<file path="src/rtl/pwm_speed_ctrl_if.sv">
// Operator-side signal bundle for pwm_speed_ctrl: run flag and switches in,
// PWM waveform, level and 7-segment digit out.
interface pwm_speed_ctrl_if;
  logic       run_en;
  logic       inc_sw;
  logic       dec_sw;
  logic       pwm_out;
  logic [3:0] level;
  logic       period_start;
  logic [6:0] seg_n;

  modport master (
    output run_en, inc_sw, dec_sw,
    input  pwm_out, level, period_start, seg_n
  );

  modport slave (
    input  run_en, inc_sw, dec_sw,
    output pwm_out, level, period_start, seg_n
  );
endinterface

</file>
<file path="src/rtl/pwm_speed_ctrl.sv">
// Motor speed level holder and PWM generator; duty follows the level, latched per period.
// Optional active-low 7-segment level digit enabled by defining SEG7_DISPLAY_EN.
module pwm_speed_ctrl #(
  parameter int PRESC_DIV   = 50,
  parameter int LEVEL_MAX   = 9,
  parameter int LEVEL_START = 5
) (
  input  logic             clk,
  input  logic             rst,
  pwm_speed_ctrl_if.slave  bus
);

  typedef enum logic {IDLE, RUN} state_t;

  localparam int              PW         = (PRESC_DIV > 2) ? $clog2(PRESC_DIV) : 1;
  localparam logic [PW-1:0]   PRESC_LAST = PW'(PRESC_DIV - 1);
  localparam logic [3:0]      LMAX       = 4'(LEVEL_MAX);
  localparam logic [3:0]      LSTART     = 4'(LEVEL_START);

  state_t        state;
  logic [3:0]    level_q;
  logic [3:0]    duty_act;
  logic [3:0]    pwm_cnt;
  logic [PW-1:0] presc;
  logic          pwm_q;
  logic          ps_q;
  logic          inc_s1, inc_s2, inc_prev;
  logic          dec_s1, dec_s2, dec_prev;
  logic          inc_edge, dec_edge;

  // Switches are asynchronous: two-flop synchronizer, then one step per press.
  always_ff @(posedge clk or negedge rst) begin
    if (!rst) begin
      inc_s1   <= 1'b0;
      inc_s2   <= 1'b0;
      inc_prev <= 1'b0;
      dec_s1   <= 1'b0;
      dec_s2   <= 1'b0;
      dec_prev <= 1'b0;
    end else begin
      inc_s1   <= bus.inc_sw;
      inc_s2   <= inc_s1;
      inc_prev <= inc_s2;
      dec_s1   <= bus.dec_sw;
      dec_s2   <= dec_s1;
      dec_prev <= dec_s2;
    end
  end

  assign inc_edge = inc_s2 & ~inc_prev;
  assign dec_edge = dec_s2 & ~dec_prev;

  always_ff @(posedge clk or negedge rst) begin
    if (!rst) begin
      state    <= IDLE;
      level_q  <= 4'd0;
      duty_act <= 4'd0;
      pwm_cnt  <= 4'd0;
      presc    <= '0;
      pwm_q    <= 1'b0;
      ps_q     <= 1'b0;
    end else begin
      ps_q  <= 1'b0;
      pwm_q <= (state == RUN) && (pwm_cnt < duty_act);
      case (state)
        IDLE: begin
          if (bus.run_en) begin
            state    <= RUN;
            level_q  <= LSTART;
            duty_act <= LSTART;
            pwm_cnt  <= 4'd0;
            presc    <= '0;
          end
        end
        RUN: begin
          if (!bus.run_en) begin
            state    <= IDLE;
            level_q  <= 4'd0;
            duty_act <= 4'd0;
            pwm_cnt  <= 4'd0;
            presc    <= '0;
          end else begin
            // Duty is only reloaded at the period wrap so no runt pulses appear.
            if (presc == PRESC_LAST) begin
              presc <= '0;
              if (pwm_cnt == LMAX) begin
                pwm_cnt  <= 4'd0;
                duty_act <= level_q;
                ps_q     <= 1'b1;
              end else begin
                pwm_cnt <= pwm_cnt + 4'd1;
              end
            end else begin
              presc <= presc + PW'(1);
            end
            if (inc_edge && !dec_edge && (level_q != LMAX))
              level_q <= level_q + 4'd1;
            else if (dec_edge && !inc_edge && (level_q != 4'd0))
              level_q <= level_q - 4'd1;
          end
        end
        default: state <= IDLE;
      endcase
    end
  end

  assign bus.pwm_out      = pwm_q;
  assign bus.level        = level_q;
  assign bus.period_start = ps_q;

`ifdef SEG7_DISPLAY_EN
  logic [6:0] seg_q;

  always_ff @(posedge clk or negedge rst) begin
    if (!rst) begin
      seg_q <= 7'b1000000;
    end else begin
      case (level_q)
        4'd0:    seg_q <= 7'b1000000;
        4'd1:    seg_q <= 7'b1111001;
        4'd2:    seg_q <= 7'b0100100;
        4'd3:    seg_q <= 7'b0110000;
        4'd4:    seg_q <= 7'b0011001;
        4'd5:    seg_q <= 7'b0010010;
        4'd6:    seg_q <= 7'b0000010;
        4'd7:    seg_q <= 7'b1111000;
        4'd8:    seg_q <= 7'b0000000;
        4'd9:    seg_q <= 7'b0010000;
        default: seg_q <= 7'b1111111;
      endcase
    end
  end

  assign bus.seg_n = seg_q;
`else
  assign bus.seg_n = 7'b1111111;
`endif

endmodule

</file>
<file path="src/flat_wrapper.sv">
// flat-port wrapper written by rule: the top's interface ports become plain ports
module pwm_speed_ctrl_flat 
#(
  parameter int PRESC_DIV   = 50,
  parameter int LEVEL_MAX   = 9,
  parameter int LEVEL_START = 5
)
  (clk, rst, bus_run_en, bus_inc_sw, bus_dec_sw, bus_pwm_out, bus_level, bus_period_start, bus_seg_n);
  pwm_speed_ctrl_if bus_i ();
  input  logic clk;
  input  logic rst;
  input wire logic [$bits(bus_i.run_en)-1:0] bus_run_en;
  input wire logic [$bits(bus_i.inc_sw)-1:0] bus_inc_sw;
  input wire logic [$bits(bus_i.dec_sw)-1:0] bus_dec_sw;
  output wire logic [$bits(bus_i.pwm_out)-1:0] bus_pwm_out;
  output wire logic [$bits(bus_i.level)-1:0] bus_level;
  output wire logic [$bits(bus_i.period_start)-1:0] bus_period_start;
  output wire logic [$bits(bus_i.seg_n)-1:0] bus_seg_n;
  assign bus_i.run_en = bus_run_en;
  assign bus_i.inc_sw = bus_inc_sw;
  assign bus_i.dec_sw = bus_dec_sw;
  assign bus_pwm_out = bus_i.pwm_out;
  assign bus_level = bus_i.level;
  assign bus_period_start = bus_i.period_start;
  assign bus_seg_n = bus_i.seg_n;
  pwm_speed_ctrl #(.PRESC_DIV(PRESC_DIV), .LEVEL_MAX(LEVEL_MAX), .LEVEL_START(LEVEL_START)) u_core (.clk(clk), .rst(rst), .bus(bus_i));
endmodule
</file>
<file path="config.mk">
export PLATFORM = sky130hd
export DESIGN_NAME = pwm_speed_ctrl_flat
export DESIGN_NICKNAME = d
export VERILOG_FILES = /design/src/rtl/pwm_speed_ctrl_if.sv /design/src/rtl/pwm_speed_ctrl.sv /design/src/flat_wrapper.sv
export SDC_FILE = /design/constraint.sdc
export NUM_CORES = 1
export LEC_CHECK = 0
export CORE_MARGIN = 2
export CORE_UTILIZATION = 40
export DETAILED_ROUTE_END_ITERATION = 12
export PLACE_DENSITY = 0.66
export SETUP_SLACK_MARGIN = 0.1
export SLEW_MARGIN = 5
export SYNTH_ARGS = -nofsm -noshare
export SYNTH_HDL_FRONTEND = slang
export SYNTH_SLANG_ARGS = --single-unit
</file>
<file path="constraint.sdc">
create_clock -name clk -period 2.05 [get_ports clk]
set_clock_uncertainty 0.1 [all_clocks]
set_input_delay 0.41 -clock clk [delete_from_list [all_inputs] [get_ports clk]]
set_output_delay 0.41 -clock clk [all_outputs]
set_load 0.01 [all_outputs]
</file>
==> qor.txt <==
post-synth cell types = 48
reg-to-reg endpoint = u_core.bus.level[3]$_DFFE_PN0P_
Synth top area share = 0.4369
min Tclk post-route = 1.889 ns
CTS tree = built
Area contributors post-synth = dfrtp_1, ha_1, o21ai_1, buf_4, mux2i_1
run status = finished, final reports clean
hpwl dp = 2095 µm
RSZ-0062 raised after global routing = true
R2R Setup Slk = 0.16 ns
mapped cell area = 0.001546 mm²
Leakage = 0.8603 nW
clk_lat worst skew = 0.26 ns
WS Path Type = register to register
worst path cell trace = nor2b_4, and2_4, nand2_2, ha_1, a21o_2, a21oi_2, xor2_1, o31ai_1
fill count = 348
grt met1 use = 0.1947
global-route wire length before repair = 4974 µm
initial antenna violation count = 0
die area = 0.004380 mm²
via count = 1136
Worst path slowest cell = dfrtp_1
core outline area = 0.003689 mm²
Num CTS Buffers = 3
drt wl/cell = 13.05 µm
vias in the first global route = 1127
Cells after Synth = 152
starting DRC count in detailed routing = 34
CP Data Arrival Time = 1.96 ns
final WL = 2871 µm
GRT Overall Usage = 0.1458
grt total ovfl = 0
Max FO, Critical Path = 3
Hold Startpoint = u_core.inc_s1$_DFF_PN0_
DRT Pass-1 Iters = 4
# setup viols final = 0
dominant cell type by area after synthesis = dfrtp_1
CTS max path bufs = 2
Clk pin slew, worst setup/hold paths = 0.09 ns
met2 Use GR = 0.2513
htree depth = 1
WHS Path Cells = 0
final hold vios = 0
Achievable Freq = 0.5295 GHz
CTS sink cnt = 27
Yosys warning count = 0
setup TNS = 0 ns
Detail Route Antenna Nets = 0
Die X-Extent = 66.18 µm
Hold Path Sink = u_core.inc_s2$_DFF_PN0_
crit path launch type = register
most frequent cell after synthesis = dfrtp_1
n_diodes = 0
top cells by count, synth = dfrtp_1, o21ai_1, nand2_1
cts hold-fix bufs = 0
CP Data Required Time = 2.12 ns
vias per inst = 5.164
fraction of layout cells with a size suffix above 1 = 0.1802
Final Max Slew Viols = 0
HP Class = register to register
gr busiest metal = met2
num rows = 22
number of synthesized flops with an enable pin = 0
Root Buffer = clkbuf_8
Placer Congestion = 0.7919
slowest cell delay on critical path = 0.41 ns
Power Dens Cells = 627.5 mW/mm²
Final Util = 0.4874
DR DRC count = 0
I/O Buffers = 10
Max Cap Violations = 0
Worst setup EP type = register
Die Height = 66.18 µm
FF+latch count, synth = 27
async set or reset register ratio after synthesis = 1.000
I/O Pins = 18
final worst slack = 0.1615 ns
predominant post-synthesis flop cell = dfrtp_1
area grow syn2layout = 16.26%
Post-Place Setup Slack = 0.06340 ns
largest net degree at the start of global routing = 28
FF-to-FF path depth = 8
nets = 188
part of the cycle the worst path needs = 0.9212
M3 GR Usage = 0.02555
Starting Density = 0.4193
Avg Inst Size Synth = 10.17 µm²
Seq/Total Area, Yosys = 0.4369
Worst VDD drop = 419.6 µV
reg2reg start = u_core.inc_prev$_DFF_PN0_
==> power by group <==
part / switching [mW] / total (mW) / internal, mW / leakage [nW]
Combinational: 0.135 / 0.257 / 0.122 / 0.488
Clock: 0.153 / 0.291 / 0.139 / 0.0228
Sequential: 0.0208 / 0.580 / 0.559 / 0.349
Total: 0.308 / 1.13 / 0.820 / 0.860
==> flip-flops by register name, indices dropped and copies added (netlist names) <==
signal	cells
u_core.presc	6
u_core.inc_s1	1
u_core.pwm_cnt	4
u_core.bus.period_start	1
u_core.state	1
u_core.dec_prev	1
u_core.inc_prev	1
u_core.bus.pwm_out	1
u_core.dec_s2	1
u_core.inc_s2	1
u_core.duty_act	4
u_core.bus.level	4
u_core.dec_s1	1
==> what timing repair did <==
item,CTS,global route
setup endpoints to repair,1,1
pin swaps,0,1
gates resized for setup,0,4
setup buffers,2,2
==> critical path: cells and delay by family (launching register included) <==
family          cells  cell delay (ns)
simple gates        3             0.34
fa+ha+maj           1             0.28
compound gates      3             0.61
flops               1             0.41
xor+xnor            1             0.07
==> cells in the final DEF, fill, tap and decap left out, types with 2 or more instances in the layout <==
cell type        instances
clkdlybuf4s50_1          9
a31oi_1                  3
ha_1                     9
clkbuf_8                 3
a21o_1                   3
conb_1                   7
o31ai_1                  5
nor2b_1                  2
mux2i_1                  4
nand2_1                  9
a22o_1                   3
nor3_1                   2
and2_1                   2
nand2b_1                 2
nor2_1                   7
buf_4                   12
a21oi_1                  6
nand4_1                  2
nand2_2                  2
dfrtp_1                 27
o21ai_1                 12
nand3_1                  3
inv_1                    8
o21ai_0                  3
==> cell families (layout without fill, tap and decap cells) <==
logic type,count (synthesis),count (layout),synth area share
and+or+nand+nor,41,41,0.1545
adders and majority gates,10,10,0.08576
xor gates and xnor gates,3,3,0.02185
buffers and inverters,21,35,0.07200
muxes,5,5,0.03479
AOI/OAI and AO/OA,44,44,0.1918
other,1,7,0.002425
DFF,27,27,0.4369
==> worst max-delay path by stage <==
stage                                                  to  cells after the start                            start  slack (ns)
after floorplan           u_core.bus.level[3]$_DFFE_PN0P_                      8        u_core.inc_prev$_DFF_PN0_        0.20
after detailed placement  u_core.bus.level[3]$_DFFE_PN0P_                      8        u_core.inc_prev$_DFF_PN0_        0.06
after global routing      u_core.bus.level[3]$_DFFE_PN0P_                      8  u_core.bus.level[3]$_DFFE_PN0P_        0.09
after CTS                 u_core.bus.level[3]$_DFFE_PN0P_                      8        u_core.inc_prev$_DFF_PN0_        0.11
final                     u_core.bus.level[3]$_DFFE_PN0P_                      8        u_core.inc_prev$_DFF_PN0_        0.16
after global placement    u_core.bus.level[3]$_DFFE_PN0P_                      8        u_core.inc_prev$_DFF_PN0_        0.13
==> stage by stage <==
stage,hold WS (ns),cells,instance area (µm²),power [mW]
after floorplan,0.01441,158,1569,0.7495
after global placement,0.2375,212,1712,0.8307
after detailed placement,0.2381,212,1712,0.8367
after CTS,0.2589,218,1772,1.135
after global routing,0.2664,220,1798,1.198
final,0.2569,220,1798,1.128
==> cell type report <==
cell class                 instances  area (µm²)  area share
clock buffer                       4       45.04     0.02505
multi-input combinational        110       790.8      0.4398
inverter                           9       33.78     0.01879
timing repair buffer              22       192.7      0.1072
tap                               48       60.06     0.03340
sequential                        27       675.6      0.3758
==> routing by layer <==
metal | vias up | part of all wire
met2 | 17 | 0.49
met5 | - | 0
met1 | 559 | 0.47
met3 | 2 | 0.029
li1 | 558 | -
met4 | 0 | 0.0028
Note: power is estimated with default switching activity, not from simulation.
